===== src/rtl/accel_result_sink_if.sv =====
// Result stream from accel_result_sink to its consumer: valid/ready handshake
// carrying the requantized value, its beat ordinal and an end-of-frame marker.
interface accel_result_sink_if #(
  parameter int OUT_W = 8
) ();
  logic             out_valid;
  logic             out_ready;
  logic [OUT_W-1:0] out_data;
  logic [6:0]       out_idx;
  logic             out_last;

  modport master (
    output out_valid, out_data, out_idx, out_last,
    input  out_ready
  );

  modport slave (
    input  out_valid, out_data, out_idx, out_last,
    output out_ready
  );
endinterface


===== src/rtl/accel_result_sink.sv =====
// Snoops conv1d accelerator result writes, requantizes them to OUT_W-bit signed,
// buffers them in a small FIFO and streams them out with per-frame bookkeeping.
module accel_result_sink #(
  parameter int DEPTH = 8,
  parameter int N_OUT = 128,
  parameter int OUT_W = 8
) (
  input  logic                       clk,
  input  logic                       rst,
  input  logic                       accel_running,
  input  logic                       accel_done,
  input  logic                       accel_mem_req,
  input  logic                       accel_mem_we,
  input  logic [31:0]                accel_result,
  input  logic [4:0]                 shift_amt,
  input  logic                       relu_en,
  accel_result_sink_if.master        stream,
  output logic                       busy,
  output logic                       frame_done,
  output logic                       ovf_err,
  output logic                       cnt_err,
  output logic [7:0]                 sat_cnt
);

  localparam int AW    = $clog2(DEPTH);
  localparam int CW    = AW + 1;
  localparam int IW    = 7;
  localparam int ENT_W = OUT_W + IW;
  localparam logic [AW-1:0]        PTR_ONE = AW'(1'b1);
  localparam logic signed [31:0]   SAT_MAX = (32'sd1 <<< (OUT_W - 1)) - 32'sd1;
  localparam logic signed [31:0]   SAT_MIN = -(32'sd1 <<< (OUT_W - 1));

  typedef enum logic [1:0] {
    IDLE    = 2'd0,
    CAPTURE = 2'd1,
    DRAIN   = 2'd2,
    DONE    = 2'd3
  } state_t;

  // Returns {saturated, value}; the ReLU clamp is not reported as saturation.
  function automatic logic [OUT_W:0] requant(input logic [31:0] res,
                                              input logic [4:0]  sh,
                                              input logic        relu);
    logic signed [31:0] s;
    logic               sat;
    s   = $signed(res) >>> sh;
    sat = 1'b0;
    if (relu && (s < 32'sd0)) begin
      s = 32'sd0;
    end else begin
      s = s;
    end
    if (s > SAT_MAX) begin
      s   = SAT_MAX;
      sat = 1'b1;
    end else if (s < SAT_MIN) begin
      s   = SAT_MIN;
      sat = 1'b1;
    end else begin
      sat = 1'b0;
    end
    return {sat, s[OUT_W-1:0]};
  endfunction

  state_t            state_r;
  logic [4:0]        shift_r;
  logic              relu_r;
  logic [AW-1:0]     wr_ptr_r;
  logic [AW-1:0]     rd_ptr_r;
  logic [CW-1:0]     fifo_cnt_r;
  logic [ENT_W-1:0]  mem_r [DEPTH];
  logic [IW-1:0]     idx_r;
  logic [15:0]       beat_cnt_r;

  logic              beat_s;
  logic              pop_s;
  logic              full_s;
  logic              push_s;
  logic              drop_s;
  logic [OUT_W:0]    rq_s;
  logic [ENT_W-1:0]  push_ent_s;
  logic [AW-1:0]     rd_next_s;
  logic [CW-1:0]     remain_s;
  logic [CW-1:0]     fifo_cnt_next_s;
  logic              head_load_s;
  logic [ENT_W-1:0]  head_next_s;
  logic [15:0]       beat_cnt_inc_s;
  logic [IW-1:0]     idx_inc_s;
  logic [7:0]        sat_cnt_inc_s;

  // FIFO control, requantization and the next head entry for the output registers.
  always_comb begin
    beat_s     = accel_mem_req & accel_mem_we & (state_r == CAPTURE);
    pop_s      = stream.out_valid & stream.out_ready;
    full_s     = (fifo_cnt_r == CW'(DEPTH));
    push_s     = beat_s & (~full_s | pop_s);
    drop_s     = beat_s & full_s & ~pop_s;
    rq_s       = requant(accel_result, shift_r, relu_r);
    push_ent_s = {idx_r, rq_s[OUT_W-1:0]};
    rd_next_s  = pop_s ? (rd_ptr_r + PTR_ONE) : rd_ptr_r;
    remain_s   = fifo_cnt_r - {{(CW-1){1'b0}}, pop_s};
    fifo_cnt_next_s = remain_s + {{(CW-1){1'b0}}, push_s};

    // The slot at rd_next is never the write slot while entries remain, so old contents are valid.
    if (remain_s != {CW{1'b0}}) begin
      head_load_s = 1'b1;
      head_next_s = mem_r[rd_next_s];
    end else if (push_s) begin
      head_load_s = 1'b1;
      head_next_s = push_ent_s;
    end else begin
      head_load_s = 1'b0;
      head_next_s = {ENT_W{1'b0}};
    end

    if (beat_s && (beat_cnt_r != 16'hFFFF)) begin
      beat_cnt_inc_s = beat_cnt_r + 16'd1;
    end else begin
      beat_cnt_inc_s = beat_cnt_r;
    end

    if (idx_r == IW'(N_OUT - 1)) begin
      idx_inc_s = {IW{1'b0}};
    end else begin
      idx_inc_s = idx_r + 7'd1;
    end

    if (beat_s && rq_s[OUT_W] && (sat_cnt != 8'hFF)) begin
      sat_cnt_inc_s = sat_cnt + 8'd1;
    end else begin
      sat_cnt_inc_s = sat_cnt;
    end
  end

  // Frame state machine, FIFO storage and all registered outputs.
  always_ff @(posedge clk) begin
    if (rst) begin
      state_r          <= IDLE;
      shift_r          <= 5'd0;
      relu_r           <= 1'b0;
      wr_ptr_r         <= {AW{1'b0}};
      rd_ptr_r         <= {AW{1'b0}};
      fifo_cnt_r       <= {CW{1'b0}};
      idx_r            <= {IW{1'b0}};
      beat_cnt_r       <= 16'd0;
      stream.out_valid <= 1'b0;
      stream.out_data  <= {OUT_W{1'b0}};
      stream.out_idx   <= 7'd0;
      stream.out_last  <= 1'b0;
      busy             <= 1'b0;
      frame_done       <= 1'b0;
      ovf_err          <= 1'b0;
      cnt_err          <= 1'b0;
      sat_cnt          <= 8'd0;
    end else begin
      if (push_s) begin
        mem_r[wr_ptr_r] <= push_ent_s;
        wr_ptr_r        <= wr_ptr_r + PTR_ONE;
      end
      rd_ptr_r         <= rd_next_s;
      fifo_cnt_r       <= fifo_cnt_next_s;
      stream.out_valid <= (fifo_cnt_next_s != {CW{1'b0}});
      if (head_load_s) begin
        stream.out_data <= head_next_s[OUT_W-1:0];
        stream.out_idx  <= head_next_s[ENT_W-1:OUT_W];
        stream.out_last <= (head_next_s[ENT_W-1:OUT_W] == IW'(N_OUT - 1));
      end
      frame_done <= 1'b0;

      case (state_r)
        IDLE: begin
          if (accel_running) begin
            state_r    <= CAPTURE;
            shift_r    <= shift_amt;
            relu_r     <= relu_en;
            idx_r      <= {IW{1'b0}};
            beat_cnt_r <= 16'd0;
            sat_cnt    <= 8'd0;
            ovf_err    <= 1'b0;
            cnt_err    <= 1'b0;
            busy       <= 1'b1;
          end else begin
            busy <= 1'b0;
          end
        end
        CAPTURE: begin
          // Dropped beats still advance the ordinal, leaving a gap in out_idx.
          if (beat_s) begin
            idx_r <= idx_inc_s;
          end
          beat_cnt_r <= beat_cnt_inc_s;
          sat_cnt    <= sat_cnt_inc_s;
          if (drop_s) begin
            ovf_err <= 1'b1;
          end
          if (accel_done) begin
            state_r <= DRAIN;
            if (beat_cnt_inc_s != 16'(N_OUT)) begin
              cnt_err <= 1'b1;
            end
          end
        end
        DRAIN: begin
          if (fifo_cnt_r == {CW{1'b0}}) begin
            state_r    <= DONE;
            frame_done <= 1'b1;
          end
        end
        DONE: begin
          state_r <= IDLE;
          busy    <= 1'b0;
        end
        default: begin
          state_r <= IDLE;
          busy    <= 1'b0;
        end
      endcase
    end
  end

endmodule


===== src/flat_wrapper.sv =====
// flat-port wrapper written by rule: the top's interface ports become plain ports
module accel_result_sink_flat 
#(
  parameter int DEPTH = 8,
  parameter int N_OUT = 128,
  parameter int OUT_W = 8
)
  (clk, rst, accel_running, accel_done, accel_mem_req, accel_mem_we, accel_result, shift_amt, relu_en, busy, frame_done, ovf_err, cnt_err, sat_cnt, stream_out_valid, stream_out_data, stream_out_idx, stream_out_last, stream_out_ready);
  accel_result_sink_if #(.OUT_W(OUT_W)) stream_i ();
  input  logic clk;
  input  logic rst;
  input  logic accel_running;
  input  logic accel_done;
  input  logic accel_mem_req;
  input  logic accel_mem_we;
  input  logic [31:0] accel_result;
  input  logic [4:0] shift_amt;
  input  logic relu_en;
  output logic busy;
  output logic frame_done;
  output logic ovf_err;
  output logic cnt_err;
  output logic [7:0] sat_cnt;
  output wire logic [$bits(stream_i.out_valid)-1:0] stream_out_valid;
  output wire logic [$bits(stream_i.out_data)-1:0] stream_out_data;
  output wire logic [$bits(stream_i.out_idx)-1:0] stream_out_idx;
  output wire logic [$bits(stream_i.out_last)-1:0] stream_out_last;
  input wire logic [$bits(stream_i.out_ready)-1:0] stream_out_ready;
  assign stream_out_valid = stream_i.out_valid;
  assign stream_out_data = stream_i.out_data;
  assign stream_out_idx = stream_i.out_idx;
  assign stream_out_last = stream_i.out_last;
  assign stream_i.out_ready = stream_out_ready;
  accel_result_sink #(.DEPTH(DEPTH), .N_OUT(N_OUT), .OUT_W(OUT_W)) u_core (.clk(clk), .rst(rst), .accel_running(accel_running), .accel_done(accel_done), .accel_mem_req(accel_mem_req), .accel_mem_we(accel_mem_we), .accel_result(accel_result), .shift_amt(shift_amt), .relu_en(relu_en), .stream(stream_i), .busy(busy), .frame_done(frame_done), .ovf_err(ovf_err), .cnt_err(cnt_err), .sat_cnt(sat_cnt));
endmodule

===== config.mk =====
export PLATFORM = sky130hd
export DESIGN_NAME = accel_result_sink_flat
export DESIGN_NICKNAME = d
export VERILOG_FILES = /design/src/rtl/accel_result_sink_if.sv /design/src/rtl/accel_result_sink.sv /design/src/flat_wrapper.sv
export SDC_FILE = /design/constraint.sdc
export NUM_CORES = 1
export LEC_CHECK = 0
export ABC_AREA = 1
export CAP_MARGIN = 20
export CORE_UTILIZATION = 40
export CTS_CLUSTER_DIAMETER = 40
export DETAILED_ROUTE_END_ITERATION = 6
export MAX_ROUTING_LAYER = met4
export PLACE_DENSITY = 0.66
export SLEW_MARGIN = 20
export SYNTH_ARGS = -nofsm -noshare
export SYNTH_HDL_FRONTEND = slang
export SYNTH_SLANG_ARGS = --single-unit

===== constraint.sdc =====
create_clock -name clk -period 3.3 [get_ports clk]
set_input_delay 0.495 -clock clk [delete_from_list [all_inputs] [get_ports clk]]
set_output_delay 0.495 -clock clk [all_outputs]
set_load 0.05 [all_outputs]

## Word level (Yosys, flattened, before mapping)

Memory sizes are Yosys's and may differ from the RTL's.
Cells that the tools add are included.

- Bits in registers: 70
- Memory bits (writable): 120
- Input bits: 45
- Word-level logic and storage cells: 108
- Memories: 1

Memory list:

| memory | depth | bits a word | read ports | clocked after Yosys merged registers in | wr ports | RTL line | source |
|---|---|---|---|---|---|---|---|
| u_core.mem_r | 8 | 15 | 1 | 0 | 1 | accel_result_sink.sv:71 | `logic [ENT_W-1:0] mem_r [DEPTH];` |

- $add $sub $neg: 7
- $lt $le $gt $ge: 3
- Equality and inequality tests: 16
- Shifts and indexed selects: 1
- Muxes and demuxes: 35
- Bitwise logic cells: 10
- Reduce and logical (&&, ||, !) cells: 18

Operators with widths:

| operator | number |
|---|---|
| $gt 32x8->1 const B | 1 |
| $lt 32x1->1 const B | 1 |
| $lt 32x8->1 const B | 1 |
| $mux 16 | 2 |
| $mux 32 | 1 |
| $mux 8 | 4 |
| $pmux 16 s2 | 1 |
| $sshr 32x5->32 | 1 |
| $mux 15 | 2 |
| $mux 7 | 3 |
| $add 16x1->16 const B | 1 |
| $ne 16x16->1 const B | 1 |
| $ne 16x8->1 const B | 1 |
| $pmux 8 s2 | 1 |
| $eq 7x7->1 const B | 2 |
| $pmux 7 s2 | 1 |
| $mux 1 | 12 |
| $reduce_and 3->1 | 4 |
| $add 8x1->8 const B | 1 |
| $ne 2x2->1 const B | 4 |
| $ne 8x8->1 const B | 1 |
| $pmux 2 s4 | 1 |
| $reduce_bool 4->1 | 2 |
| $add 7x1->7 const B | 1 |
| 20 further kinds | 40 |

## Logic depth before layout (Yosys ltp)

Gate-level depths: netlist of the first run.

- Depth after elaboration: 11
- Mapped depth: 23
- Gate-level depth less buffers: 22

## Least setup slack after synthesis of the first run

OpenSTA, ideal clock, no wires.

- Path kind: reg2reg
- Start: register u_core.stream.out_valid
- End: memory u_core.mem_r[4][0] (netlist name), enable pin
- Arrival: 2.774 ns
- Required time: 2.894 ns
- Slack: 0.120 ns
- Cell stages (with the launch flop): 8
- Path buffers: 0
- Cell sequence: dfxtp_1 > nand2_1 > inv_1 > nor4_1 > nor2_1 > inv_1 > or2_2 > nor3_1

- Longest elaborated chain between the ends: 6

RTL lines:

| item | RTL line | source |
|---|---|---|
| from (decl) | accel_result_sink_if.sv:13 | `output out_valid, out_data, out_idx, out_last,` |
| from (signal assigned) | accel_result_sink.sv:162 | `stream.out_valid <= (fifo_cnt_next_s != {CW{1'b0}});` |
| $and 1x1->1 | accel_result_sink.sv:94 | `pop_s = stream.out_valid & stream.out_ready;` |
| $or 1x1->1 | accel_result_sink.sv:96 | `push_s = beat_s & (~full_s \| pop_s);` |
| $and 1x1->1 | accel_result_sink.sv:96 |  |
| named net u_core.push_s | accel_result_sink.sv:78 | `logic push_s;` |
| $mux 1 | accel_result_sink.sv:156 | `if (push_s) begin` |
| $mux 1 | accel_result_sink.sv:137 | `if (rst) begin` |
| $mux 1 (implied by the code) | accel_result_sink.sv:157 | `mem_r[wr_ptr_r] <= push_ent_s;` |
| to (decl) | accel_result_sink.sv:71 |  |

The timed path passes the listed nets, and every way through them passes these cells.

## Final worst setup path of the first run

- Start: register u_core.shift_r[0]
- End: register u_core.stream.out_data[2]

- Longest elaborated chain between the ends: 9
- Elaborated cells on any way between the ends: 10
- Those cells by class: order compare: 3; shift: 1; mux: 5; reduce/logical: 1

RTL lines:

| item | RTL line | source |
|---|---|---|
| from (decl) | accel_result_sink.sv:66 | `logic [4:0] shift_r;` |
| from (signal assigned) | accel_result_sink.sv:174 | `shift_r <= shift_amt;` |
| $sshr 32x5->32 * | accel_result_sink.sv:46 | `s = $signed(res) >>> sh;` |
| $lt 32x1->1 | accel_result_sink.sv:48 | `if (relu && (s < 32'sd0)) begin` |
| $logic_and 1x1->1 | accel_result_sink.sv:48 |  |
| $mux 32 * | accel_result_sink.sv:48 |  |
| $lt 32x8->1 | accel_result_sink.sv:56 | `end else if (s < SAT_MIN) begin` |
| $mux 8 | accel_result_sink.sv:56 |  |
| $mux 8 * | accel_result_sink.sv:53 | `if (s > SAT_MAX) begin` |
| named net u_core.push_ent_s[2] | accel_result_sink.sv:81 | `logic [ENT_W-1:0] push_ent_s;` |
| $mux 15 * | accel_result_sink.sv:108 | `end else if (push_s) begin` |
| $mux 15 * | accel_result_sink.sv:105 | `if (remain_s != {CW{1'b0}}) begin` |
| to (signal assigned) | accel_result_sink.sv:147 | `stream.out_data <= {OUT_W{1'b0}};` |
| to (signal assigned) | accel_result_sink.sv:164 | `stream.out_data <= head_next_s[OUT_W-1:0];` |
| to (decl) | accel_result_sink_if.sv:13 |  |

Mark *: on every way through the listed nets, which the timed path passes. The rest lies on a longest branch.
A chain may end at the register's enable or synchronous reset.

==> flow_metrics.env, run 1 <==
export IMPL_status="finished, final reports clean"
export IMPL_maxCapViolations=0
export IMPL_syn_area_per_cell_um2=8.254
export IMPL_cts_tree="yes"
export IMPL_synth_top_cell_by_area="edfxtp_1"
export IMPL_grt_pass1_wl_mm=42.97
export IMPL_setup_ws_ns=0.4697
export IMPL_irDropWorstVdd_mv=0.3315
export IMPL_path_cells="buf_4 > nand2_1 > nand3_2 > nand3_1 > nand2_1 > nand2_1 > nand2_1 > inv_1 > nor2_1 > nand3_1 > o21ai_1 > nand2_1 > nand2_4 > nand2_1 > nand2_1 > nand2_1 > a31oi_1"
export IMPL_synth_fp_nets=1294
export IMPL_die_area_um2=26150
export IMPL_hold_class="in2reg"
export IMPL_fillerInstances=2463
export IMPL_layout_area_seq_um2=5005
export IMPL_seq_area_frac_synth_pct=49.06
export IMPL_period_share_pct=85.77
export IMPL_worst_path_largest_cell_delay_ns=0.40
export IMPL_holdPathStages=2
export IMPL_synth_edf_count=120
export IMPL_yosys_cell_types_count=44
export IMPL_setup_violations=0
export IMPL_htreeDepth=4
export IMPL_min_to="u_core.wr_ptr_r[0]"
export IMPL_finalWirelength_mm=26.12
export IMPL_overflow=0
export IMPL_place_gp_congestion=0.8759
export IMPL_final_nets=1358
export IMPL_io_pins=74
export IMPL_start_util_pct=40.63
export IMPL_drt_iter0_drc=643
export IMPL_grt_setup_unrepaired="false"
export IMPL_ant_nets=0
export IMPL_max_slew_margin_pct=60.26
export IMPL_drtPass1Iterations=5
export IMPL_layout_drive_gt1_share_pct=10.51
export IMPL_portBuffers=73
export IMPL_ctsHoldBuffers=0
export IMPL_syn_area_um2=10200
export IMPL_synth_seq_cells=190
export IMPL_min_from="rst"
export IMPL_drc_errors=0
export IMPL_pre_cts_ws_ns=0.08928
export IMPL_multi_input_comb_area_um2=4599
export IMPL_crit_fanout=36
export IMPL_die_h_um=161.7
export IMPL_postCtsResizedCells=0
export IMPL_area_growth_pct=17.66
export IMPL_async_flop_share_pct=0
export IMPL_max_freq_mhz=353.3
export IMPL_antenna_found_initial=0
export IMPL_final_setup_skew_ns=0.01449
export IMPL_finalMaxSlewViolations=0
export IMPL_clkTransAtPathRegs_ns=0.08
export IMPL_start_kind="flop"
export IMPL_grt_max_degree=49
export IMPL_std_cell_rows=58
export IMPL_max_slew_worst_pin_slew_ns=0.5955
export IMPL_finalCriticalPeriod_ns=2.830
export IMPL_wl_per_cell_um=15.90
export IMPL_yosysWarnings=0
export IMPL_cts_buffer_depth=2
export IMPL_layout_common_cells="nand2_1 (273), nand3_1 (146), nor2_1 (132)"
export IMPL_r2r_slack_ns=0.47
export IMPL_cpMostUsedCell="nand2_1"
export IMPL_vias=8778
export IMPL_coreArea_um2=25110
export IMPL_dpl_hpwl_mm=17.78
export IMPL_synth_top_area_share_pct=35.32
export IMPL_ys_flop_type="edfxtp_1"
export IMPL_clock_latency_ns=0.44
export IMPL_timing_rr_end="u_core.stream.out_data[2]"
export IMPL_viasPerCell=5.343
export IMPL_antenna_diode_count=0
export IMPL_crit_type="reg2reg"
export IMPL_ff2ff_path_depth=17
export IMPL_hold_violations=0
export IMPL_root_buffer="clkbuf_16"
export IMPL_postSynthCellCount=1236
export IMPL_synthTopCellsByArea="edfxtp_1 (35%), dfxtp_1 (14%), nand2_1 (10%)"
export IMPL_post_cts_buffers=0
export IMPL_worstPathRequired_ns=3.66
export IMPL_end_kind="flop"
export IMPL_regToRegStartpoint="u_core.shift_r[0]"
export IMPL_power_density_nw_per_um2=774.6
export IMPL_cts_buffers=17
export IMPL_p_leak_nw=4.572
export IMPL_grtUsageTotal_pct=21.48
export IMPL_die_w_um=161.7
export IMPL_crit_slowest_cell="dfxtp_1"
export IMPL_finalSetupTns_ns=0
export IMPL_final_common_cell="nand2_1"
export IMPL_grt_pass1_vias=8479
export IMPL_cts_sinks=190
export IMPL_crit_arrival_ns=3.19
metrics by stage:
step	power, mW	hold WS (ns)	cells	utilization (%)	cell area, um2
after floorplan	5.910	0.4702	1236	-	10200
after global placement	7.048	0.4686	1611	45.21	11350
after detailed placement	7.075	0.4665	1611	45.21	11350
after CTS	9.323	0.3443	1643	47.81	12000
after global routing	9.935	0.3648	1643	47.81	12000
final	9.298	0.3578	1643	47.81	12000
routing by layer:
| layer | track usage (%) | routed length (um) |
|---|---|---|
| met1 | 27.39 | 11890 |
| met2 | 35.40 | 12650 |
| met3 | 3.856 | 1241 |
| met4 | 5.146 | 325 |
| met5 | - | 0 |
critical path, delay by kind of cell, from the launching register on:
kind	cells	cell delay [ns]
AND/OR/NAND/NOR	13	1.63
AO/OA/AOI/OAI	2	0.29
buffers and inverters	2	0.40
flip-flops	1	0.40
area by class of cell:
type	instances	area share (%)
clock buffers	18	3.575
clock inverters	14	1.866
inverters	82	2.606
multi-input cells	900	38.32
flip-flops and latches	190	41.69
well taps	330	3.440
repair buffers	109	8.505
cells by family (layout without fill, tap and decap cells):
logic type / after synthesis / count (layout) / share of synthesized area [%]
buffers and inverters: 146 / 223 / 6.071
AO/OA/AOI/OAI: 226 / 226 / 12.79
AND/OR/NAND/NOR: 636 / 636 / 28.32
flip-flops: 190 / 190 / 49.06
adder cells (fa/ha/maj): 13 / 13 / 1.594
multiplexers: 2 / 2 / 0.1962
XOR/XNOR: 23 / 23 / 1.975
state kept, by name, indices dropped and copies added (netlist names):
signal,count
u_core.frame_done,1
u_core.shift_r,5
u_core.stream.out_valid,1
u_core.state_r,2
u_core.ovf_err,1
u_core.beat_cnt_r,16
u_core.cnt_err,1
u_core.stream.out_data,8
u_core.mem_r,120
u_core.stream.out_idx,7
u_core.stream.out_last,1
u_core.sat_cnt,8
u_core.rd_ptr_r,3
u_core.wr_ptr_r,3
u_core.idx_r,7
u_core.relu_r,1
u_core.busy,1
u_core.fifo_cnt_r,4
where the power goes:
part,switching (mW),total [mW],internal (mW),leakage (nW)
logic,2.83,4.16,1.33,2.59
registers,0.144,2.91,2.77,1.66
clock network,0.932,2.23,1.30,0.319
total,3.90,9.30,5.39,4.57
how the worst max path moves through the flow:
| stage | startpoint | end | slack, ns | depth (start not counted) |
|---|---|---|---|---|
| floorplan | u_core.stream.out_valid | u_core.mem_r[4][0] | 0.12 | 7 |
| global placement | accel_result[31] | u_core.stream.out_data[0] | 0.19 | 19 |
| detailed placement | stream_out_ready | u_core.stream.out_last | 0.09 | 15 |
| CTS | u_core.shift_r[0] | u_core.stream.out_data[0] | 0.50 | 17 |
| global route | u_core.shift_r[0] | u_core.stream.out_data[0] | 0.22 | 17 |
| finish | u_core.shift_r[0] | u_core.stream.out_data[2] | 0.47 | 17 |
cells in the mapped netlist, types with 2 or more instances:
cell type  number
nand2_2        10
o221ai_1       14
nand4_1         8
o211ai_1       19
dfxtp_1        70
buf_1           4
clkbuf_1       38
nor3_1         16
mux2i_1         2
xor2_1         15
buf_4           2
a21oi_1        54
o21ai_1         2
buf_6           3
ha_1           13
nor4_1          4
o21ai_0        97
nand2_4         8
a31oi_1        10
clkinv_1        2
inv_1          74
inv_2           5
buf_2          16
nand3b_1        2
nor2_1        132
nand3_1       146
nand2_1       273
edfxtp_1      120
or2_2          15
nand3_2        16
a21oi_2         7
o22ai_1        20
xnor2_1         8
No activity file was read; power rests on OpenSTA's default activity.
==> run 2, diff against run 1 <==
--- a/config.mk
+++ b/config.mk
@@ -8,7 +8,7 @@
 export ABC_AREA = 1
 export CAP_MARGIN = 20
 export CORE_UTILIZATION = 40
-export CTS_CLUSTER_DIAMETER = 40
+export CTS_CLUSTER_DIAMETER = 100
 export DETAILED_ROUTE_END_ITERATION = 6
 export MAX_ROUTING_LAYER = met4
 export PLACE_DENSITY = 0.66
==> constraint.sdc (replaced) <==
create_clock -name clk -period 3.3 [get_ports clk]
set_input_delay 0.66 -clock clk [delete_from_list [all_inputs] [get_ports clk]]
set_output_delay 0.66 -clock clk [all_outputs]
set_load 0.05 [all_outputs]
==> flow_metrics.env, run 2 (same netlist as run 1, synthesis figures left out) <==
export IMPL_setup_ws_ns=0.3025
export IMPL_grtUsageTotal_pct=20.80
export IMPL_ff2ff_path_depth=19
export IMPL_max_slew_worst_pin_slew_ns=0.9552
export IMPL_timing_rr_end="u_core.sat_cnt[1]"
export IMPL_pwr_share_comb_pct=45.7
export IMPL_netSwitchingPower_mw=3.981
export IMPL_status="finished, final reports clean"
export IMPL_start_kind="primary input"
export IMPL_clock_latency_ns=0.44
export IMPL_viasPerCell=5.275
export IMPL_regToRegStartpoint="u_core.shift_r[0]"
export IMPL_root_buffer="clkbuf_16"
export IMPL_p_seq_share_pct=31.6
export IMPL_coreArea_um2=25110
export IMPL_std_cell_rows=58
export IMPL_drc_errors=0
export IMPL_final_setup_skew_ns=0.01156
export IMPL_crit_slowest_cell="nor4_1"
export IMPL_path_cells="clkdlybuf4s50_1 > nand2_1 > inv_1 > ha_1 > ha_1 > inv_1 > nor4_1 > inv_2 > nor2_4 > inv_2 > o21ai_0 > nand3_1 > nor2_1 > nand3_1 > a21oi_1"
export IMPL_holdPathStages=2
export IMPL_layout_drive_gt1_share_pct=10.85
export IMPL_antenna_found_initial=0
export IMPL_ctsHoldBuffers=0
export IMPL_grt_setup_unrepaired="false"
export IMPL_portBuffers=73
export IMPL_min_from="u_core.stream.out_last"
export IMPL_start_util_pct=40.63
export IMPL_finalCriticalPeriod_ns=2.998
export IMPL_die_h_um=161.7
export IMPL_final_common_cell="nand2_1"
export IMPL_ant_nets=0
export IMPL_grt_max_degree=61
export IMPL_place_gp_congestion=0.9525
export IMPL_layout_area_seq_um2=5005
export IMPL_die_area_um2=26150
export IMPL_postCtsResizedCells=0
export IMPL_vias=8693
export IMPL_final_nets=1363
export IMPL_dpl_hpwl_mm=17.51
export IMPL_fillerInstances=2429
export IMPL_worst_path_largest_cell_delay_ns=0.43
export IMPL_total_power_mw=9.211
export IMPL_largest_register_ffs=120
export IMPL_antenna_diode_count=0
export IMPL_hold_class="reg2reg"
export IMPL_io_pins=74
export IMPL_multi_input_comb_area_um2=4599
export IMPL_overflow=0
export IMPL_htreeDepth=4
export IMPL_finalWirelength_mm=25.79
export IMPL_pwr_share_clk_pct=22.7
export IMPL_layout_common_cells="nand2_1 (273), nand3_1 (146), nor2_1 (132)"
export IMPL_p_sw_share_pct=43.21
export IMPL_cts_tree="yes"
export IMPL_p_leak_nw=4.571
export IMPL_pre_cts_ws_ns=-0.1465
export IMPL_min_to="u_core.stream.out_last"
export IMPL_crit_arrival_ns=3.36
export IMPL_period_share_pct=90.83
export IMPL_grt_pass1_wl_mm=41.95
export IMPL_power_density_nw_per_um2=767.1
export IMPL_crit_fanout=5
export IMPL_end_kind="flop"
export IMPL_r2r_slack_ns=0.56
export IMPL_irDropWorstVdd_mv=0.3322
export IMPL_crit_type="in2reg"
export IMPL_die_w_um=161.7
export IMPL_maxCapViolations=0
export IMPL_hold_violations=0
export IMPL_worstPathRequired_ns=3.66
export IMPL_drt_iter0_drc=577
export IMPL_intPower_mw=5.231
export IMPL_wl_per_cell_um=15.65
export IMPL_area_growth_pct=17.70
export IMPL_setup_violations=0
export IMPL_finalMaxSlewViolations=0
export IMPL_cts_buffers=17
export IMPL_top_regs="u_core.mem_r x120, u_core.beat_cnt_r x16"
export IMPL_post_cts_buffers=0
export IMPL_max_freq_mhz=333.6
export IMPL_drtPass1Iterations=7
export IMPL_clkTransAtPathRegs_ns=0.07
export IMPL_grt_pass1_vias=8339
export IMPL_cts_sinks=190
export IMPL_top_register="u_core.mem_r"
export IMPL_max_slew_margin_pct=35.97
export IMPL_cts_buffer_depth=2
run 2: worst max path at each step:
stage,end,from,slack [ns],cells after the start
2_1_floorplan,u_core.mem_r[4][0],u_core.stream.out_valid,0.12,7
3_3_place_gp,u_core.stream.out_last,stream_out_ready,-0.07,15
3_5_place_dp,u_core.stream.out_last,stream_out_ready,-0.15,15
4_1_cts,u_core.stream.out_last,stream_out_ready,0.30,15
5_1_grt,u_core.stream.out_last,stream_out_ready,0.09,15
6_report,u_core.stream.out_last,stream_out_ready,0.30,15
run 2: layer usage:
layer / track usage (%) / up-vias / part of all wire [%] / wire length (um)
li1: - / 4390 / - / -
met1: 26.58 / 4098 / 46 / 11840
met2: 34.56 / 173 / 49 / 12540
met3: 3.218 / 32 / 4.0 / 1036
met4: 5.103 / 0 / 1.5 / 378
met5: - / - / 0 / 0
run 2: power by group through the flow:
stage / combinational (mW) / clock [mW] / sequential [mW]
floorplan: 2.69 / 0 / 3.22
global placement: 4.17 / 0 / 2.96
detailed placement: 4.19 / 0 / 2.96
CTS: 4.21 / 2.13 / 2.91
global route: 4.68 / 2.23 / 2.93
finish: 4.21 / 2.09 / 2.91
run 2: critical path: cells and delay by family:
| family | cells | cell delay [ns] |
|---|---|---|
| simple gates | 6 | 0.96 |
| buf+inv | 5 | 0.76 |
| fa+ha+maj | 2 | 0.50 |
| compound gates | 2 | 0.46 |
run 2: cell type report:
class	count	area share, %
multi-input cells	900	38.30
flip-flops and latches	190	41.68
clock buffers	17	3.543
inverters	82	2.605
clock inverters	15	1.615
repair buffers	114	8.815
well taps	330	3.439
run 2: through the flow:
stage	cell area [um2]	TNS, ns	instances	util [%]	hold WS, ns
floorplan	10200	0	1236	-	0.4702
global placement	11390	-0.07200	1616	45.36	0.4642
detailed placement	11390	-0.2982	1616	45.36	0.4727
CTS	12010	0	1648	47.82	0.4830
global route	12010	0	1648	47.82	0.4912
finish	12010	0	1648	47.82	0.4777
==> run 3, diff against run 2 <==
--- a/config.mk
+++ b/config.mk
@@ -10,6 +10,7 @@
 export CORE_UTILIZATION = 40
 export CTS_CLUSTER_DIAMETER = 100
 export DETAILED_ROUTE_END_ITERATION = 6
+export GPL_ROUTABILITY_DRIVEN = 0
 export MAX_ROUTING_LAYER = met4
 export PLACE_DENSITY = 0.66
 export SLEW_MARGIN = 20
==> flow_metrics.env, run 3 (same netlist as run 1, synthesis figures left out) <==
export IMPL_final_nets=1360
export IMPL_dpl_hpwl_mm=17.83
export IMPL_ant_nets=0
export IMPL_crit_slowest_cell="clkdlybuf4s50_1"
export IMPL_hold_violations=0
export IMPL_fillerInstances=2456
export IMPL_timing_rr_end="u_core.stream.out_data[1]"
export IMPL_area_growth_pct=17.32
export IMPL_io_pins=74
export IMPL_die_w_um=161.7
export IMPL_pwr_share_clk_pct=23.3
export IMPL_power_density_nw_per_um2=769.5
export IMPL_instances_no_fill=1645
export IMPL_clkTransAtPathRegs_ns=0.07
export IMPL_pwr_share_comb_pct=45.2
export IMPL_path_cells="clkdlybuf4s50_1 > inv_1 > nand2_1 > nand3_1 > nand2_1 > nand2_1 > nand2_1 > nand2_1 > nand2_1 > nand2_1 > nand2_1 > nand4_1 > nor2_1 > nand2_1 > nand2_4 > nand2_1 > nand2_1 > nand2_1 > a31oi_1"
export IMPL_period_share_pct=84.89
export IMPL_grt_max_degree=41
export IMPL_cts_buffers=17
export IMPL_p_seq_share_pct=31.5
export IMPL_layout_common_cells="nand2_1 (273), nand3_1 (146), nor2_1 (132)"
export IMPL_drc_errors=0
export IMPL_antenna_diode_count=0
export IMPL_status="finished, final reports clean"
export IMPL_ff2ff_path_depth=12
export IMPL_p_leak_nw=4.554
export IMPL_overflow=0
export IMPL_stdcell_area_um2=11970
export IMPL_start_kind="primary input"
export IMPL_maxCapViolations=0
export IMPL_regToRegStartpoint="u_core.shift_r[3]"
export IMPL_max_slew_margin_pct=46.76
export IMPL_crit_type="in2reg"
export IMPL_max_slew_worst_pin_slew_ns=0.7937
export IMPL_r2r_slack_ns=0.57
export IMPL_grt_pass1_vias=8313
export IMPL_portBuffers=73
export IMPL_cts_buffer_depth=2
export IMPL_htreeDepth=4
export IMPL_vias=8638
export IMPL_crit_fanout=9
export IMPL_p_sw_share_pct=41.97
export IMPL_netSwitchingPower_mw=3.866
export IMPL_largest_register_ffs=120
export IMPL_coreArea_um2=25110
export IMPL_total_power_mw=9.210
export IMPL_ctsHoldBuffers=0
export IMPL_drtPass1Iterations=5
export IMPL_finalSetupTns_ns=0
export IMPL_finalWirelength_mm=25.68
export IMPL_post_dp_cell_area_um2=11350
export IMPL_top_register="u_core.mem_r"
export IMPL_path_buf_inv=2
export IMPL_viasPerCell=5.251
export IMPL_hold_class="reg2reg"
export IMPL_start_util_pct=40.63
export IMPL_die_area_um2=26150
export IMPL_layout_drive_gt1_share_pct=10.42
export IMPL_end_kind="flop"
export IMPL_grt_pass1_wl_mm=41.92
export IMPL_max_freq_mhz=357.0
export IMPL_clock_latency_ns=0.43
export IMPL_intPower_mw=5.344
export IMPL_die_h_um=161.7
export IMPL_antenna_found_initial=0
export IMPL_hold_slack_ns=0.4748
export IMPL_post_cts_buffers=0
export IMPL_cpLargestDelayFamily="simple AND/OR/NAND/NOR gates"
export IMPL_finalMaxSlewViolations=0
export IMPL_holdPathStages=2
export IMPL_cpMostUsedCell="nand2_1"
export IMPL_setup_violations=0
export IMPL_postCtsResizedCells=0
export IMPL_wl_per_cell_um=15.61
export IMPL_final_setup_skew_ns=0.01263
export IMPL_grt_setup_unrepaired="false"
export IMPL_std_cell_rows=58
export IMPL_final_common_cell="nand2_1"
export IMPL_worst_path_largest_cell_delay_ns=0.63
export IMPL_irDropWorstVdd_mv=0.3500
export IMPL_min_from="u_core.cnt_err"
export IMPL_min_to="u_core.cnt_err"
export IMPL_drt_iter0_drc=547
export IMPL_finalCriticalPeriod_ns=2.801
export IMPL_cts_tree="yes"
export IMPL_grtUsageTotal_pct=20.92
export IMPL_crit_arrival_ns=3.16
export IMPL_top_regs="u_core.mem_r x120, u_core.beat_cnt_r x16"
export IMPL_root_buffer="clkbuf_16"
export IMPL_cts_sinks=190
export IMPL_dpl_cell_count=1613
export IMPL_worstPathRequired_ns=3.66
==> run 3: cell types whose count changed in the layout (fill, tap and decap cells not counted), moves of 2 or more <==
cell / delta
buf_4: -2
clkinv_8: -4
clkbuf_1: +2
bufinv_16: +2
==> run 3: worst min-delay path, cell delays in order, from the launching register on <==
cell     delay, ns
dfxtp_1       0.33
nand2_1       0.07
nand2_1       0.04
==> run 3: power by group through the flow <==
stage / Sequential (mW) / Combinational, mW / Clock [mW]
finish: 2.90 / 4.16 / 2.15
global route: 2.92 / 4.65 / 2.27
CTS: 2.90 / 4.16 / 2.18
detailed placement: 2.95 / 4.13 / 0
global placement: 2.95 / 4.08 / 0
floorplan: 3.22 / 2.69 / 0
==> run 3: final cells by class <==
| type | instances | area (um2) | share of cell area, % |
|---|---|---|---|
| clock buffers | 19 | 432.9 | 3.617 |
| flip-flops and latches | 190 | 5005 | 41.81 |
| well taps | 330 | 412.9 | 3.450 |
| inverters | 82 | 312.8 | 2.613 |
| multi-input cells | 900 | 4599 | 38.43 |
| repair buffers | 111 | 1023 | 8.551 |
| clock inverters | 13 | 182.7 | 1.526 |
==> run 3: per-stage QoR <==
step | setup slack [ns] | utilization [%]
global route | 0.1911 | 47.67
CTS | 0.5088 | 47.67
global placement | 0.1926 | 45.22
finish | 0.4987 | 47.67
floorplan | 0.1200 | -
detailed placement | 0.07312 | 45.22
==> run 3: layer usage <==
layer / global-route usage [%] / share of wire (%) / routed length, um
met4: 5.446 / 1.4 / 367
met3: 3.371 / 4.1 / 1051
met2: 34.52 / 49 / 12570
met1: 26.75 / 46 / 11700
met5: - / 0 / 0
==> run 3: worst max path at each step <==
| stage | depth (start not counted) | startpoint | end |
|---|---|---|---|
| after global routing | 19 | accel_result[31] | u_core.stream.out_data[6] |
| after detailed placement | 15 | stream_out_ready | u_core.stream.out_last |
| after CTS | 15 | stream_out_ready | u_core.stream.out_last |
| after global placement | 15 | stream_out_ready | u_core.stream.out_last |
| final | 19 | accel_result[31] | u_core.stream.out_data[1] |
| after floorplan | 7 | u_core.stream.out_valid | u_core.mem_r[4][0] |
